**config.mk**
```make
export PLATFORM = sky130hd
export DESIGN_NAME = exec_sequencer_flat
export DESIGN_NICKNAME = d
export VERILOG_FILES = /design/src/rtl/exec_sequencer_if.sv /design/src/rtl/exec_sequencer.sv /design/src/flat_wrapper.sv
export SDC_FILE = /design/constraint.sdc
export NUM_CORES = 1
export LEC_CHECK = 0
export ABC_CLOCK_PERIOD_IN_PS = 5250
export CAP_MARGIN = 10
export CELL_PAD_IN_SITES_DETAIL_PLACEMENT = 1
export CELL_PAD_IN_SITES_GLOBAL_PLACEMENT = 2
export CORE_UTILIZATION = 37
export CTS_BUF_LIST = sky130_fd_sc_hd__clkbuf_8
export DETAILED_ROUTE_END_ITERATION = 10
export HOLD_SLACK_MARGIN = 0.12
export MAX_ROUTING_LAYER = met4
export PLACE_DENSITY_LB_ADDON = 0.1
export SYNTH_ARGS = -nofsm -noshare
export SYNTH_HDL_FRONTEND = slang
export SYNTH_SLANG_ARGS = --single-unit
```
**constraint.sdc**
```tcl
create_clock -name clk -period 5.25 [get_ports clk]
set_input_delay 1.05 -clock clk [delete_from_list [all_inputs] [get_ports clk]]
set_output_delay 1.05 -clock clk [all_outputs]
set_load 0.05 [all_outputs]
```
**src/rtl/exec_sequencer_if.sv**
```systemverilog
// Bundle of signals between the instruction decoder / execution units and the
// issue/retire sequencer.
//   master : decoder side; drives the instruction fields, unit_done, flush and
//            err_clr, and observes the sequencer outputs.
//   slave  : sequencer side.
// Signals: instr_valid/instr_ready handshake, opr_typ_sel, src_dst_delay_sel,
//          src_dst_delay, alu_o_sel, alu_t_sel, prng_t_sel, unit_done, flush,
//          err_clr, alu_start, prng_start, wb_en, retire_opr, fetch_stall,
//          timeout_err, retire_cnt.
interface exec_sequencer_if #(
  parameter int OPR_W = 5,
  parameter int DLY_W = 8,
  parameter int RC_W  = 16
);
  logic             instr_valid;
  logic             instr_ready;
  logic [OPR_W-1:0] opr_typ_sel;
  logic             src_dst_delay_sel;
  logic [DLY_W-1:0] src_dst_delay;
  logic             alu_o_sel;
  logic             alu_t_sel;
  logic             prng_t_sel;
  logic             unit_done;
  logic             flush;
  logic             err_clr;
  logic             alu_start;
  logic             prng_start;
  logic             wb_en;
  logic [OPR_W-1:0] retire_opr;
  logic             fetch_stall;
  logic             timeout_err;
  logic [RC_W-1:0]  retire_cnt;

  modport master (
    output instr_valid, opr_typ_sel, src_dst_delay_sel, src_dst_delay,
           alu_o_sel, alu_t_sel, prng_t_sel, unit_done, flush, err_clr,
    input  instr_ready, alu_start, prng_start, wb_en, retire_opr,
           fetch_stall, timeout_err, retire_cnt
  );

  modport slave (
    input  instr_valid, opr_typ_sel, src_dst_delay_sel, src_dst_delay,
           alu_o_sel, alu_t_sel, prng_t_sel, unit_done, flush, err_clr,
    output instr_ready, alu_start, prng_start, wb_en, retire_opr,
           fetch_stall, timeout_err, retire_cnt
  );
endinterface

```
**src/rtl/exec_sequencer.sv**
```systemverilog
// Issue/retire controller between the instruction decoder and the execution
// units. Accepts one instruction at a time, fires start pulses to the selected
// unit, holds the pipeline for a fixed latency or until the unit reports done
// (guarded by a watchdog), then emits a one-cycle writeback/retire pulse.
// Ports:
//   clk  : system clock
//   rst  : asynchronous active-high reset
//   bus  : exec_sequencer_if.slave (instruction handshake, unit handshake,
//          flush/err_clr controls, start/retire pulses, status, retire count)
module exec_sequencer #(
  parameter int OPR_W     = 5,
  parameter int DLY_W     = 8,
  parameter int WAIT_CODE = 255,
  parameter int TO_W      = 12,
  parameter int TIMEOUT   = 4000,
  parameter int RC_W      = 16
) (
  input  logic            clk,
  input  logic            rst,
  exec_sequencer_if.slave bus
);

  typedef enum logic [2:0] {
    S_IDLE,
    S_ISSUE,
    S_COUNT,
    S_WAIT_DONE,
    S_RETIRE
  } state_t;

  state_t           r_state;
  state_t           w_next;
  logic [OPR_W-1:0] r_opr;
  logic [DLY_W-1:0] r_dly;
  logic             r_start_alu;
  logic             r_start_prng;
  logic [DLY_W-1:0] r_cnt;
  logic [TO_W-1:0]  r_wd;
  logic             r_timeout_err;
  logic [RC_W-1:0]  r_retire_cnt;

  logic w_ready;
  logic w_accept;
  logic w_wd_expire;
  logic w_timeout;
  logic w_retire;

  assign w_ready     = (r_state == S_IDLE) && !bus.flush;
  assign w_accept    = bus.instr_valid && w_ready;
  assign w_wd_expire = (r_wd == TO_W'(TIMEOUT - 1));
  // Expiry only counts when neither a done pulse (done wins) nor a flush
  // (instruction abandoned) lands in the same cycle.
  assign w_timeout   = (r_state == S_WAIT_DONE) && w_wd_expire &&
                       !bus.unit_done && !bus.flush;
  // A flush during the retire cycle abandons the writeback as well.
  assign w_retire    = (r_state == S_RETIRE) && !bus.flush;

  // NOTE: w_next gets its default before the case so every path assigns it;
  // a missing branch would otherwise infer a latch.
  always_comb begin
    w_next = r_state;
    case (r_state)
      S_IDLE:      if (w_accept) w_next = bus.src_dst_delay_sel ? S_ISSUE : S_RETIRE;
      S_ISSUE: begin
        if (r_dly == DLY_W'(WAIT_CODE))
          w_next = bus.unit_done ? S_RETIRE : S_WAIT_DONE;
        else if (r_dly <= DLY_W'(1))
          w_next = S_RETIRE;
        else
          w_next = S_COUNT;
      end
      S_COUNT:     if (r_cnt == DLY_W'(1)) w_next = S_RETIRE;
      S_WAIT_DONE: if (bus.unit_done || w_wd_expire) w_next = S_RETIRE;
      S_RETIRE:    w_next = S_IDLE;
      default:     w_next = S_IDLE;
    endcase
    if (bus.flush && (r_state != S_IDLE)) w_next = S_IDLE;
  end

  // NOTE: sequential state uses non-blocking assignments so every register
  // samples the pre-edge values, independent of statement order.
  always_ff @(posedge clk or posedge rst) begin
    if (rst) begin
      r_state <= S_IDLE;
    end else begin
      r_state <= w_next;
    end
  end

  // Datapath registers are reset too, so retire_opr and the counters start
  // from a known value rather than X.
  always_ff @(posedge clk or posedge rst) begin
    if (rst) begin
      r_opr         <= '0;
      r_dly         <= '0;
      r_start_alu   <= 1'b0;
      r_start_prng  <= 1'b0;
      r_cnt         <= '0;
      r_wd          <= '0;
      r_timeout_err <= 1'b0;
      r_retire_cnt  <= '0;
    end else begin
      if (w_accept) begin
        r_opr        <= bus.opr_typ_sel;
        r_dly        <= bus.src_dst_delay;
        r_start_alu  <= bus.alu_o_sel & bus.alu_t_sel;
        r_start_prng <= bus.prng_t_sel;
      end

      // ISSUE already consumed one cycle of the latency, so COUNT starts at
      // delay-1 and hands over to RETIRE when it reaches 1.
      if (r_state == S_ISSUE)
        r_cnt <= r_dly - DLY_W'(1);
      else if (r_state == S_COUNT)
        r_cnt <= r_cnt - DLY_W'(1);

      // Watchdog runs only while parked in WAIT_DONE; any exit clears it.
      if ((r_state == S_WAIT_DONE) && (w_next == S_WAIT_DONE))
        r_wd <= r_wd + TO_W'(1);
      else
        r_wd <= '0;

      // Set has priority over clear.
      if (w_timeout)
        r_timeout_err <= 1'b1;
      else if (bus.err_clr)
        r_timeout_err <= 1'b0;

      if (w_retire)
        r_retire_cnt <= r_retire_cnt + RC_W'(1);
    end
  end

  assign bus.instr_ready = w_ready;
  assign bus.alu_start   = (r_state == S_ISSUE) && r_start_alu;
  assign bus.prng_start  = (r_state == S_ISSUE) && r_start_prng;
  assign bus.wb_en       = w_retire;
  assign bus.retire_opr  = r_opr;
  assign bus.fetch_stall = (r_state != S_IDLE);
  assign bus.timeout_err = r_timeout_err;
  assign bus.retire_cnt  = r_retire_cnt;

endmodule

```
**src/flat_wrapper.sv**
```systemverilog
// flat-port wrapper written by rule: the top's interface ports become plain ports
module exec_sequencer_flat 
#(
  parameter int OPR_W     = 5,
  parameter int DLY_W     = 8,
  parameter int WAIT_CODE = 255,
  parameter int TO_W      = 12,
  parameter int TIMEOUT   = 4000,
  parameter int RC_W      = 16
)
  (clk, rst, bus_instr_valid, bus_opr_typ_sel, bus_src_dst_delay_sel, bus_src_dst_delay, bus_alu_o_sel, bus_alu_t_sel, bus_prng_t_sel, bus_unit_done, bus_flush, bus_err_clr, bus_instr_ready, bus_alu_start, bus_prng_start, bus_wb_en, bus_retire_opr, bus_fetch_stall, bus_timeout_err, bus_retire_cnt);
  exec_sequencer_if #(.OPR_W(OPR_W), .DLY_W(DLY_W), .RC_W(RC_W)) bus_i ();
  input  logic clk;
  input  logic rst;
  input wire logic [$bits(bus_i.instr_valid)-1:0] bus_instr_valid;
  input wire logic [$bits(bus_i.opr_typ_sel)-1:0] bus_opr_typ_sel;
  input wire logic [$bits(bus_i.src_dst_delay_sel)-1:0] bus_src_dst_delay_sel;
  input wire logic [$bits(bus_i.src_dst_delay)-1:0] bus_src_dst_delay;
  input wire logic [$bits(bus_i.alu_o_sel)-1:0] bus_alu_o_sel;
  input wire logic [$bits(bus_i.alu_t_sel)-1:0] bus_alu_t_sel;
  input wire logic [$bits(bus_i.prng_t_sel)-1:0] bus_prng_t_sel;
  input wire logic [$bits(bus_i.unit_done)-1:0] bus_unit_done;
  input wire logic [$bits(bus_i.flush)-1:0] bus_flush;
  input wire logic [$bits(bus_i.err_clr)-1:0] bus_err_clr;
  output wire logic [$bits(bus_i.instr_ready)-1:0] bus_instr_ready;
  output wire logic [$bits(bus_i.alu_start)-1:0] bus_alu_start;
  output wire logic [$bits(bus_i.prng_start)-1:0] bus_prng_start;
  output wire logic [$bits(bus_i.wb_en)-1:0] bus_wb_en;
  output wire logic [$bits(bus_i.retire_opr)-1:0] bus_retire_opr;
  output wire logic [$bits(bus_i.fetch_stall)-1:0] bus_fetch_stall;
  output wire logic [$bits(bus_i.timeout_err)-1:0] bus_timeout_err;
  output wire logic [$bits(bus_i.retire_cnt)-1:0] bus_retire_cnt;
  assign bus_i.instr_valid = bus_instr_valid;
  assign bus_i.opr_typ_sel = bus_opr_typ_sel;
  assign bus_i.src_dst_delay_sel = bus_src_dst_delay_sel;
  assign bus_i.src_dst_delay = bus_src_dst_delay;
  assign bus_i.alu_o_sel = bus_alu_o_sel;
  assign bus_i.alu_t_sel = bus_alu_t_sel;
  assign bus_i.prng_t_sel = bus_prng_t_sel;
  assign bus_i.unit_done = bus_unit_done;
  assign bus_i.flush = bus_flush;
  assign bus_i.err_clr = bus_err_clr;
  assign bus_instr_ready = bus_i.instr_ready;
  assign bus_alu_start = bus_i.alu_start;
  assign bus_prng_start = bus_i.prng_start;
  assign bus_wb_en = bus_i.wb_en;
  assign bus_retire_opr = bus_i.retire_opr;
  assign bus_fetch_stall = bus_i.fetch_stall;
  assign bus_timeout_err = bus_i.timeout_err;
  assign bus_retire_cnt = bus_i.retire_cnt;
  exec_sequencer #(.OPR_W(OPR_W), .DLY_W(DLY_W), .WAIT_CODE(WAIT_CODE), .TO_W(TO_W), .TIMEOUT(TIMEOUT), .RC_W(RC_W)) u_core (.clk(clk), .rst(rst), .bus(bus_i));
endmodule
```
# Word level (Yosys, flattened, before mapping)

Cells that the tools add are included.
W data, S select, Z words.

Flip-flop bits (word level): 55
Input port bits: 23
Output and inout port bits: 27
Logic and storage cells: 54

$add $sub $neg: 4
$lt $le $gt $ge: 1
Equal/unequal tests: 8
Multiplexer cells: 14
Bitwise gates (word level): 1
Reductions and logical operators: 17

Operator list:

| kind                    | count |
|---|---|
| $mux W3                 | 8 |
| $add A16 B1 Y16 const B | 1 |
| $mux W8                 | 2 |
| $sub A8 B1 Y8 const B   | 2 |
| $add A12 B1 Y12 const B | 1 |
| $eq A12 B12 Y1 const B  | 1 |
| $mux W12                | 1 |
| $pmux W3 S4             | 1 |
| $logic_and A1 B1 Y1     | 10 |
| $eq A3 B2 Y1 const B    | 3 |
| $eq A8 B1 Y1 const B    | 1 |
| $eq A8 B8 Y1 const B    | 1 |
| $le A8 B1 Y1 const B    | 1 |
| $reduce_bool A2 Y1      | 2 |
| $eq A3 B1 Y1 const B    | 1 |
| $eq A3 B3 Y1 const B    | 1 |
| $logic_not A3 Y1        | 1 |
| $reduce_bool A3 Y1      | 1 |
| $logic_not A1 Y1        | 2 |
| $mux W1                 | 2 |
| $and A1 B1 Y1           | 1 |
| $logic_or A1 B1 Y1      | 1 |

# Longest topological paths before layout

Gate-level depths: netlist (run 1).

Word-level depth: 9
Gate-level depth with buffers: 6
Mapped depth without buffers: 6

# Least setup slack after synthesis (run 1)

Ideal clock, no wire load.

Kind: input -> register
Start: input bus_flush
End: register u_core.r_opr[4] (netlist: u_core.bus.retire_opr[4])
Library setup time: 0.125 ns
Data arrival time: 2.930 ns
Data required time: 5.125 ns
Path slack: 2.195 ns
Cell stages on the path: 4
Buffers on the path: 1
Cell sequence: nor4_2 nand2_1 buf_2 mux2_2

Word-level cells in the longest chain between the ends: 3

Ends and longest elaborated chain:

| item                   | RTL line              | source |
|---|---|---|
| start: declaration     | flat_wrapper.sv:23    | `input wire logic [$bits(bus_i.flush)-1:0] bus_flush;` |
| $logic_not A1 Y1       | exec_sequencer.sv:48  | `assign w_ready = (r_state == S_IDLE) && !bus.flush;` |
| $logic_and A1 B1 Y1    | exec_sequencer.sv:48  |  |
| $logic_and A1 B1 Y1    | exec_sequencer.sv:49  | `assign w_accept = bus.instr_valid && w_ready;` |
| end signal: assignment | exec_sequencer.sv:104 | `r_opr <= bus.opr_typ_sel;` |
| end: declaration       | exec_sequencer.sv:33  | `logic [OPR_W-1:0] r_opr;` |

Every way passes these cells.
A chain may end at the register's enable or synchronous reset.

# Final worst setup path (run 1)

Start: input bus_flush
End: output bus_wb_en

Word-level cells in the longest chain between the ends: 2

Ends and longest elaborated chain:

| item                | RTL line             | source |
|---|---|---|
| $logic_not A1 Y1    | exec_sequencer.sv:56 | `assign w_retire = (r_state == S_RETIRE) && !bus.flush;` |
| $logic_and A1 B1 Y1 | exec_sequencer.sv:56 |  |
| end: declaration    | flat_wrapper.sv:28   | `output wire logic [$bits(bus_i.wb_en)-1:0] bus_wb_en;` |

Every way passes these cells.

==> run metrics, run 1 <==
outcome complete, no violations; fillers roughly 780; Post-DRT Antenna Nets 0; ratio of cells with drive above 1 in the final layout 11.4%; GR Overflow Total 0; fin util 49.3%; met1 usage around a quarter; Tmin final 3.93 ns; first-pass GRT wire length 10.5 mm; Residual DRC 0; worst hold path type register to register; mux cell area share after synthesis 6.90%; Worst setup EP type output port; yosys warns 0; Yosys reg bits 55; Post-Syn Area 2740 um2; startpoint of the worst hold path u_core.bus.retire_cnt[15]; routability congestion estimate 0.718; Setup Viol. Count Final 0; # IOs 50; clock network power share 17.6%; FF-to-FF Start u_core.r_state[0]; worst-margin pin slew 0.749 ns; Synth cell types 44; Required @ worst endpoint 4.20 ns; met2 Usage GRT between 20% and 30%; static leakage between 1 and 1.5 nW; R2R Setup Slk 3.25 ns; GRT met3 Usage 3.77%; Synth Flop Type dfrtp_1; Design Area, Final between 3000 and 4000 um2; Initial Util between 30% and 40%; GR Util All Layers a little under a fifth; Via density slightly above 5; CTS Sinks 55; simple-gate area share of the yosys netlist 20.5%; maximum number of pins on one net before global-route repair 56; commonest non-fill, non-tap cells in the layout dfrtp_1 (55), clkdlybuf4s50_1 (49), nor2_1 (23), nand2_1 (21), xnor2_1 (19); Skew-Pair Late Insertion Delay 0.32 ns; worst-case clock buffer depth 2; xor/xnor share of the synthesized area 10.6%; Reg area between 1000 and 1500 um2; Syn Nets 283; core area 6980 um2; Post-synth EDFFs 0; WHS Path Cells 1; CTS tree done; Comb power frac 37.8%; post-DP HPWL 4.36 mm; final worst path period share 74.8%; Net Sw Frac 40.7%; Die ar. 7750 um2; cts repair resizes 0; Post-synth ARST share 100%; crit-path max FO 8; post-synthesis compound-gate area fraction under 10%; largest family of logic cells by synthesized area simple AND/OR/NAND/NOR gates; num rows 30; Die X approximately 90 um; peak supply drop around 0.27 mV; root buf cell clkbuf_8; syn avg cell area 10.8 um2; Crit Path Class primary input to output port; Net Sw Power 0.597 mW; Worst Setup Slack, final 1.32 ns; DRT iter0 DRCs 56; pwr/cell area 426 nW/um2; Max-Cap Viols 0; Synth Area in Adders under 10%; Worst Reg-to-Reg Cells 4; Final nets about 340; vias in the first global route about 2100; vias after detailed routing 2066; crit start category primary input; die height 88.0 um; I/O Buffers roughly 50; DRT Wirelength 6.16 mm; Hold Path End u_core.bus.retire_cnt[15]; Worst slew margin 49.9%; TritonCTS Buffers 5; Worst Skew 0.0100 ns; Fin. Hold Viols 0; multi-input combinational cell area between 1000 and 1500 um2; Placed Area 3340 um2; GR peak layer met2; Slew Viols, Final 0; Power, Total 1.47 mW; Post-CTS Setup Bufs 0; post-synthesis sequential area ratio 50.3%; Reg-to-Reg End u_core.r_state[2]; Layout area overhead 25.7%; synthesized instance count 253; Arr. time, crit path 2.88 ns; Internal Power 0.870 mW; DP Worst Slack 1.32 ns; most common cell after layout, fill and taps aside dfrtp_1; DRT Pass-1 Iters 4; RSZ-0062 raised after global routing no; Clock Pin Slew Worst Setup and Hold Paths about 0.11 ns; H-Tree Depth 2; antenna cells 0; initial antenna violation count 0; post-route setup TNS 0 ns; sequential fraction of design power 44.6%; Hold-fix buffers, CTS 0; fmax 0.255 GHz; drt wl/cell 15.3 um
[sequential cells by signal, summed over array words and instances (netlist names)]
| name | cells |
|---|---|
| u_core.bus.retire_cnt | 16 |
| u_core.r_start_prng | 1 |
| u_core.r_dly | 8 |
| u_core.r_start_alu | 1 |
| u_core.r_wd | 12 |
| u_core.bus.timeout_err | 1 |
| u_core.r_state | 3 |
| u_core.r_cnt | 8 |
| u_core.bus.retire_opr | 5 |
[power by group through the flow]
stage / clock network [mW] / logic, mW / registers [mW]
finish: 0.259 / 0.554 / 0.654
global route: 0.283 / 0.609 / 0.675
CTS: 0.270 / 0.562 / 0.655
detailed placement: 0 / 0.559 / 0.663
global placement: 0 / 0.546 / 0.659
floorplan: 0 / 0.300 / 0.731
[synthesized netlist by cell type (all sizes together) (4+ instances only)]
| master | number | share of area, % |
|---|---|---|
| dfrtp | 55 | 50 |
| ha | 7 | 3.2 |
| xnor2 | 19 | 6.1 |
| and4 | 5 | 1.6 |
| nand4 | 9 | 2.1 |
| nor2 | 23 | 3.2 |
| nand2 | 21 | 2.9 |
| nand3 | 12 | 2.2 |
| inv | 8 | 1.1 |
| o21ai | 7 | 1.3 |
| and3 | 8 | 1.8 |
| nor3 | 5 | 0.91 |
| buf | 6 | 1.2 |
| mux2 | 15 | 6.2 |
| xor2 | 14 | 4.5 |
| nor3b | 4 | 1.1 |
[area by class of cell]
type                       instances  area share, %
clock buffer                       5           2.00
clock inverter                     3          0.982
sequential                        55           40.0
tap                               96           3.49
timing repair buffer              53           15.1
multi-input combinational        182           37.5
inverter                           8          0.873
[per-stage QoR]
| stage | hold WS, ns | instances |
|---|---|---|
| floorplan | 0.442 | 253 |
| global placement | 0.460 | 394 |
| detailed placement | 0.477 | 394 |
| CTS | 0.494 | 402 |
| global route | 0.508 | 402 |
| finish | 0.482 | 402 |
[logic make-up (layout without fill, tap and decap cells)]
kind of cell,after synthesis,after routing
fa+ha+maj,7,7
buf+inv,16,69
flops,55,55
simple gates,101,101
xor+xnor,33,33
mux,17,17
compound gates,24,24
[layer usage]
metal  wire length [um]  share of wire (%)
met5                  0                  0
met3                279                4.5
met1               3070                 50
met4                 65                1.1
met2               2750                 45
[critical path: stages]
cell,delay [ns]
clkdlybuf4s50_1,0.54
nor4b_4,0.27
buf_4,0.20
clkdlybuf4s50_1,0.81
[worst max-delay path by stage]
stage | from | endpoint | slack [ns] | cells after the start
2_1_floorplan | bus_flush | u_core.bus.retire_opr[4] | 2.20 | 4
3_3_place_gp | bus_flush | bus_wb_en | 1.40 | 4
3_5_place_dp | bus_flush | bus_wb_en | 1.32 | 4
4_1_cts | bus_flush | bus_wb_en | 1.31 | 4
5_1_grt | bus_flush | bus_wb_en | 1.29 | 4
6_report | bus_flush | bus_wb_en | 1.32 | 4
(Power assumes the default switching activity.)
==> run 2: changes to the inputs <==
--- a/config.mk
+++ b/config.mk
@@ -5,11 +5,11 @@
 export SDC_FILE = /design/constraint.sdc
 export NUM_CORES = 1
 export LEC_CHECK = 0
-export ABC_CLOCK_PERIOD_IN_PS = 5250
+export ABC_CLOCK_PERIOD_IN_PS = 4100
 export CAP_MARGIN = 10
 export CELL_PAD_IN_SITES_DETAIL_PLACEMENT = 1
 export CELL_PAD_IN_SITES_GLOBAL_PLACEMENT = 2
-export CORE_UTILIZATION = 37
+export CORE_UTILIZATION = 35
 export CTS_BUF_LIST = sky130_fd_sc_hd__clkbuf_8
 export DETAILED_ROUTE_END_ITERATION = 10
 export HOLD_SLACK_MARGIN = 0.12
==> constraint.sdc (replaced) <==
create_clock -name clk -period 4.1 [get_ports clk]
set_input_delay 0.82 -clock clk [delete_from_list [all_inputs] [get_ports clk]]
set_output_delay 0.82 -clock clk [all_outputs]
set_load 0.05 [all_outputs]
==> run metrics, run 2 (synthesized netlist as in run 1, its figures left out) <==
startpoint of the worst hold path u_core.bus.retire_cnt[15]; met1 usage 23.8% (-2.2 points); Worst Skew 0.00642 ns (-0.00359 ns); Worst Reg-to-Reg Cells 4 (unchanged); H-Tree Depth 2 (unchanged); met2 Usage GRT 25.7% (-1.2 points); WHS Path Cells 1 (unchanged); Die ar. 8180 um2 (+5.6%); post-route setup TNS 0 ns (unchanged); Critical path buffers and inverters 3 (unchanged); Power, Total 1.86 mW (+27%); GRT met3 Usage 3.62% (-0.15 points); Initial Util 37.0% (-2.3 points); GR peak layer met2; Worst setup EP type output port; Via density 5.03 (-2.0%); DP Cell Count 397 (+0.76%); # IOs 50 (unchanged); Slew Viols, Final 0 (unchanged); most common cell after layout, fill and taps aside dfrtp_1; CTS tree done; static leakage 1.42 nW (about the same); num rows 31 (+3.3%); worst-case clock buffer depth 2 (unchanged); Die X 90.4 um (+2.8%); crit start category primary input; RSZ-0062 raised after global routing no; I/O Buffers 49 (unchanged); Final nets 335 (unchanged); CP peak stage delay 0.81 ns (about the same); Hold Path End u_core.bus.retire_cnt[15]; worst hold path type register to register; Arr. time, crit path 2.58 ns (-0.30 ns); Reg-to-Reg End u_core.r_state[2]; commonest non-fill, non-tap cells in the layout dfrtp_1 (55), clkdlybuf4s50_1 (49), nor2_1 (23), nand2_1 (21), xnor2_1 (19); fillers 810 (+4.5%); Residual DRC 0 (unchanged); maximum number of pins on one net before global-route repair 36 (-36%); drt wl/cell 14.8 um (-3.3%); Setup Viol. Count Final 0 (unchanged); worst-margin pin slew 0.669 ns (-0.0796 ns); peak supply drop 0.307 mV (+13%); vias after detailed routing 2039 (-1.3%); Post-CTS Setup Bufs 0 (unchanged); critical-path cell list clkdlybuf4s50_1 > nor4b_4 > buf_4 > clkdlybuf4s50_1; Layout area overhead 25.9%; worst hold slack 0.481 ns (-0.00102 ns); R2R Setup Slk 2.13 ns (-1.12 ns); Crit Path Class primary input to output port; Fin. Hold Viols 0 (unchanged); initial antenna violation count 0 (unchanged); cts repair resizes 0 (unchanged); crit-path max FO 8 (unchanged); fmax 0.294 GHz; pwr/cell area 541 nW/um2 (+27%); Max-Cap Viols 0 (unchanged); vias in the first global route 2225 (+7.2%); max reg flops 16 (unchanged); core area 7410 um2 (+6.1%); ratio of cells with drive above 1 in the final layout 11.4% (unchanged); Worst path slowest cell clkdlybuf4s50_1; most used cell, CP clkdlybuf4s50_1; Placed Area 3340 um2 (+0.11%); TritonCTS Buffers 5 (unchanged); Tmin final 3.40 ns; outcome complete, no violations; Crit path depth 4 (unchanged); FF-to-FF Start u_core.r_state[0]; DRT Wirelength 6.00 mm (-2.6%); antenna cells 0 (unchanged); final worst path period share between 80% and 90%; Required @ worst endpoint 3.28 ns (-0.92 ns); Worst slew margin 55.3% (+5.3 points); Hold-fix buffers, CTS 0 (unchanged); Design Area, Final 3450 um2 (+0.15%); Skew-Pair Late Insertion Delay 0.30 ns (-0.02 ns); delay-heaviest family, CP buffers and inverters; GR Overflow Total 0 (unchanged); DRT iter0 DRCs 77 (+38%); Clock Pin Slew Worst Setup and Hold Paths 0.09 ns (-0.02 ns); GR Util All Layers 17.2% (-1.2 points); post-DP HPWL 4.28 mm (-1.9%); fin cells 405 (+0.75%); die height 90.4 um (+2.8%); root buf cell clkbuf_8; first-pass GRT wire length 10.9 mm (+3.7%); DRT Pass-1 Iters 4 (unchanged); routability congestion estimate 0.724 (+0.86%); CTS Sinks 55 (unchanged); Post-DRT Antenna Nets 0 (unchanged)
run 2: changes by cell type in the layout (fill, tap and decap cells not counted), sizes merged:
| cell | change |
|---|---|
| clkbuf | +2 |
| clkinv | -2 |
| clkinvlp | +1 |
| inv | -1 |
run 2: through the flow:
stage	utilization [%]	setup WS, ns
2_1_floorplan	-	1.28
3_3_place_gp	45.1	0.724
3_5_place_dp	45.1	0.701
4_1_cts	46.5	0.694
5_1_grt	46.5	0.624
6_report	46.5	0.703
run 2: area by class of cell:
class	count	area, um2	share of cell area, %
flip-flops and latches	55	1380	39.9
multi-input cells	182	1290	37.5
inverters	8	30.0	0.871
clock inverters	1	7.51	0.218
clock buffers	7	96.3	2.80
well taps	99	124	3.59
repair buffers	53	520	15.1
run 2: worst max-delay path by stage:
stage	endpoint	from	slack (ns)
floorplan	u_core.bus.retire_opr[4]	bus_flush	1.28
global placement	bus_wb_en	bus_flush	0.72
detailed placement	bus_wb_en	bus_flush	0.70
CTS	bus_wb_en	bus_flush	0.69
global route	bus_wb_en	bus_flush	0.62
finish	bus_wb_en	bus_flush	0.70
run 2: power by group:
group          total (mW)  internal, mW  switching [mW]
Clock               0.326         0.154           0.172
Combinational       0.704         0.308           0.396
Sequential          0.835         0.676           0.160
run 2: layer usage:
layer  up-vias  share of wire (%)
met4         0               0.75
li1        987                  -
met1      1012                 51
met2        36                 45
met5         -                  0
met3         4                3.1
==> run 3: changes to the inputs <==
--- a/config.mk
+++ b/config.mk
@@ -5,11 +5,11 @@
 export SDC_FILE = /design/constraint.sdc
 export NUM_CORES = 1
 export LEC_CHECK = 0
-export ABC_CLOCK_PERIOD_IN_PS = 4100
+export ABC_CLOCK_PERIOD_IN_PS = 2900
 export CAP_MARGIN = 10
 export CELL_PAD_IN_SITES_DETAIL_PLACEMENT = 1
 export CELL_PAD_IN_SITES_GLOBAL_PLACEMENT = 2
-export CORE_UTILIZATION = 35
+export CORE_UTILIZATION = 31
 export CTS_BUF_LIST = sky130_fd_sc_hd__clkbuf_8
 export DETAILED_ROUTE_END_ITERATION = 10
 export HOLD_SLACK_MARGIN = 0.12
==> constraint.sdc (replaced) <==
create_clock -name clk -period 2.9 [get_ports clk]
set_input_delay 0.58 -clock clk [delete_from_list [all_inputs] [get_ports clk]]
set_output_delay 0.58 -clock clk [all_outputs]
set_load 0.05 [all_outputs]
==> run metrics, run 3 (synthesized netlist as in run 1, its figures left out) <==
CTS tree done; core area 8380 um2 (+13%); final worst path period share 86.7%; antenna cells 0 (unchanged); Residual DRC 0 (unchanged); Reg area 1380 um2 (unchanged); Die X 96.0 um (+6.1%); # IOs 50 (unchanged); Tmin final 2.51 ns; commonest non-fill, non-tap cells in the layout dfrtp_1 (55), clkdlybuf4s50_1 (45), nor2_1 (23), nand2_1 (21), xnor2_1 (19); DRT iter0 DRCs 33 (-57%); multi-input combinational cell area 1290 um2 (unchanged); drt wl/cell 14.9 um (+0.72%); first-pass GRT wire length 10.6 mm (-2.8%); DRT Wirelength 6.14 mm (+2.2%); worst-case clock buffer depth 2 (unchanged); Worst Skew 0.00623 ns (-0.000191 ns); peak supply drop 0.479 mV (+56%); DRT Pass-1 Iters 4 (unchanged); Final nets 337 (+0.60%); Layout area overhead 27.6%; Initial Util 32.7% (-4.3 points); Post-DRT Antenna Nets 0 (unchanged); Setup Viol. Count Final 0 (unchanged); RSZ-0062 raised after global routing no; Slew Viols, Final 0 (unchanged); num rows 33 (+6.5%); GR Util All Layers 15.5% (-1.6 points); Arr. time, crit path 1.93 ns (-0.65 ns); fin util 41.7% (-4.8 points); GR Overflow Total 0 (unchanged); Via density 4.95 (-1.7%); Max-Cap Viols 0 (unchanged); static leakage 1.44 nW (+1.3%); most common cell after layout, fill and taps aside dfrtp_1; H-Tree Depth 2 (unchanged); root buf cell clkbuf_8; ratio of cells with drive above 1 in the final layout 12.7% (+1.3 points); initial antenna violation count 0 (unchanged); routability congestion estimate 0.712 (-1.6%); Hold-fix buffers, CTS 0 (unchanged); Required @ worst endpoint 2.32 ns (-0.96 ns); Post-CTS Setup Bufs 0 (unchanged); TritonCTS Buffers 5 (unchanged); Fin. Hold Viols 0 (unchanged); post-route setup TNS 0 ns (unchanged); pwr/cell area 749 nW/um2 (+38%); Skew-Pair Late Insertion Delay 0.30 ns (about the same); met3 WL 269 um (+42%); fillers 946 (+17%); M1 WL 2.99 mm (-3.0%); outcome complete, no violations; worst-margin pin slew 0.689 ns (+0.0197 ns); maximum number of pins on one net before global-route repair 29 (-19%); Worst Setup Slack, final 0.387 ns (-0.316 ns); fmax 0.398 GHz; post-DP HPWL 4.59 mm (+7.2%); Crit Path Class register to output port; Die ar. 9210 um2 (+13%); worst hold path type register to register; Clock Pin Slew Worst Setup and Hold Paths 0.10 ns (about the same); die height 96.0 um (+6.1%); vias in the first global route 2210 (-0.67%); DP Worst Slack 0.408 ns (-0.293 ns); cts repair resizes 0 (unchanged); Worst slew margin 53.7% (-1.6 points); DR WL met2 2.82 mm (+4.8%); I/O Buffers 49 (unchanged); CTS Sinks 55 (unchanged); crit-path max FO 8 (unchanged); crit start category register; DR top layer met4; vias after detailed routing 2033 (-0.29%); max reg flops 16 (unchanged); Worst setup EP type output port
## run 3: cell types whose count changed in the layout (fill, tap and decap cells not counted), sizes merged
cell           change
buf                +6
clkbuf             -2
clkdlybuf4s50      -4
## run 3: metrics by stage
step	instance area (um2)	instances	hold slack (ns)	power (mW)
2_1_floorplan	2740	253	0.442	1.87
3_3_place_gp	3420	405	0.459	2.23
3_5_place_dp	3420	405	0.479	2.24
4_1_cts	3490	411	0.493	2.66
5_1_grt	3490	411	0.520	2.81
6_report	3490	411	0.489	2.62
## run 3: critical path, cell delays in order, from the launching register on
cell,delay [ns]
dfrtp_1,0.50
or3_1,0.41
clkdlybuf4s50_1,0.72
## run 3: cell type report
type                            count  share of cell area, %
Sequential cell                    55                   39.4
Multi-Input combinational cell    182                   37.0
Inverter                            8                  0.860
Clock buffer                        5                   1.97
Timing Repair Buffer               55                   16.8
Clock inverter                      1                  0.215
Tap cell                          105                   3.76
## run 3: worst paths after layout
check	startpoint	cells past startpoint	slack, ns	endpoint
worst max-delay path	u_core.r_state[0]	2	0.39	bus_fetch_stall
worst min-delay path	u_core.r_wd[0]	1	0.49	u_core.r_wd[0]
worst max register to register	u_core.r_dly[2]	4	0.97	u_core.r_state[1]
worst min register to register	u_core.r_wd[0]	1	0.49	u_core.r_wd[0]
max in group asynchronous	rst	3	1.86	u_core.r_wd[4]
min in group asynchronous	rst	2	0.53	u_core.bus.retire_cnt[0]
## run 3: power by group
part / switching [mW] / internal (mW) / leakage, nW
Clock: 0.242 / 0.161 / 0.0361
Combinational: 0.575 / 0.459 / 0.692
Sequential: 0.225 / 0.955 / 0.715
## run 3: routing by layer
layer | vias to the layer above | track usage (%)
met5 | - | -
met4 | 0 | 4.10
met3 | 5 | 4.11
met2 | 30 | 24.1
met1 | 1007 | 20.0
li1 | 991 | -
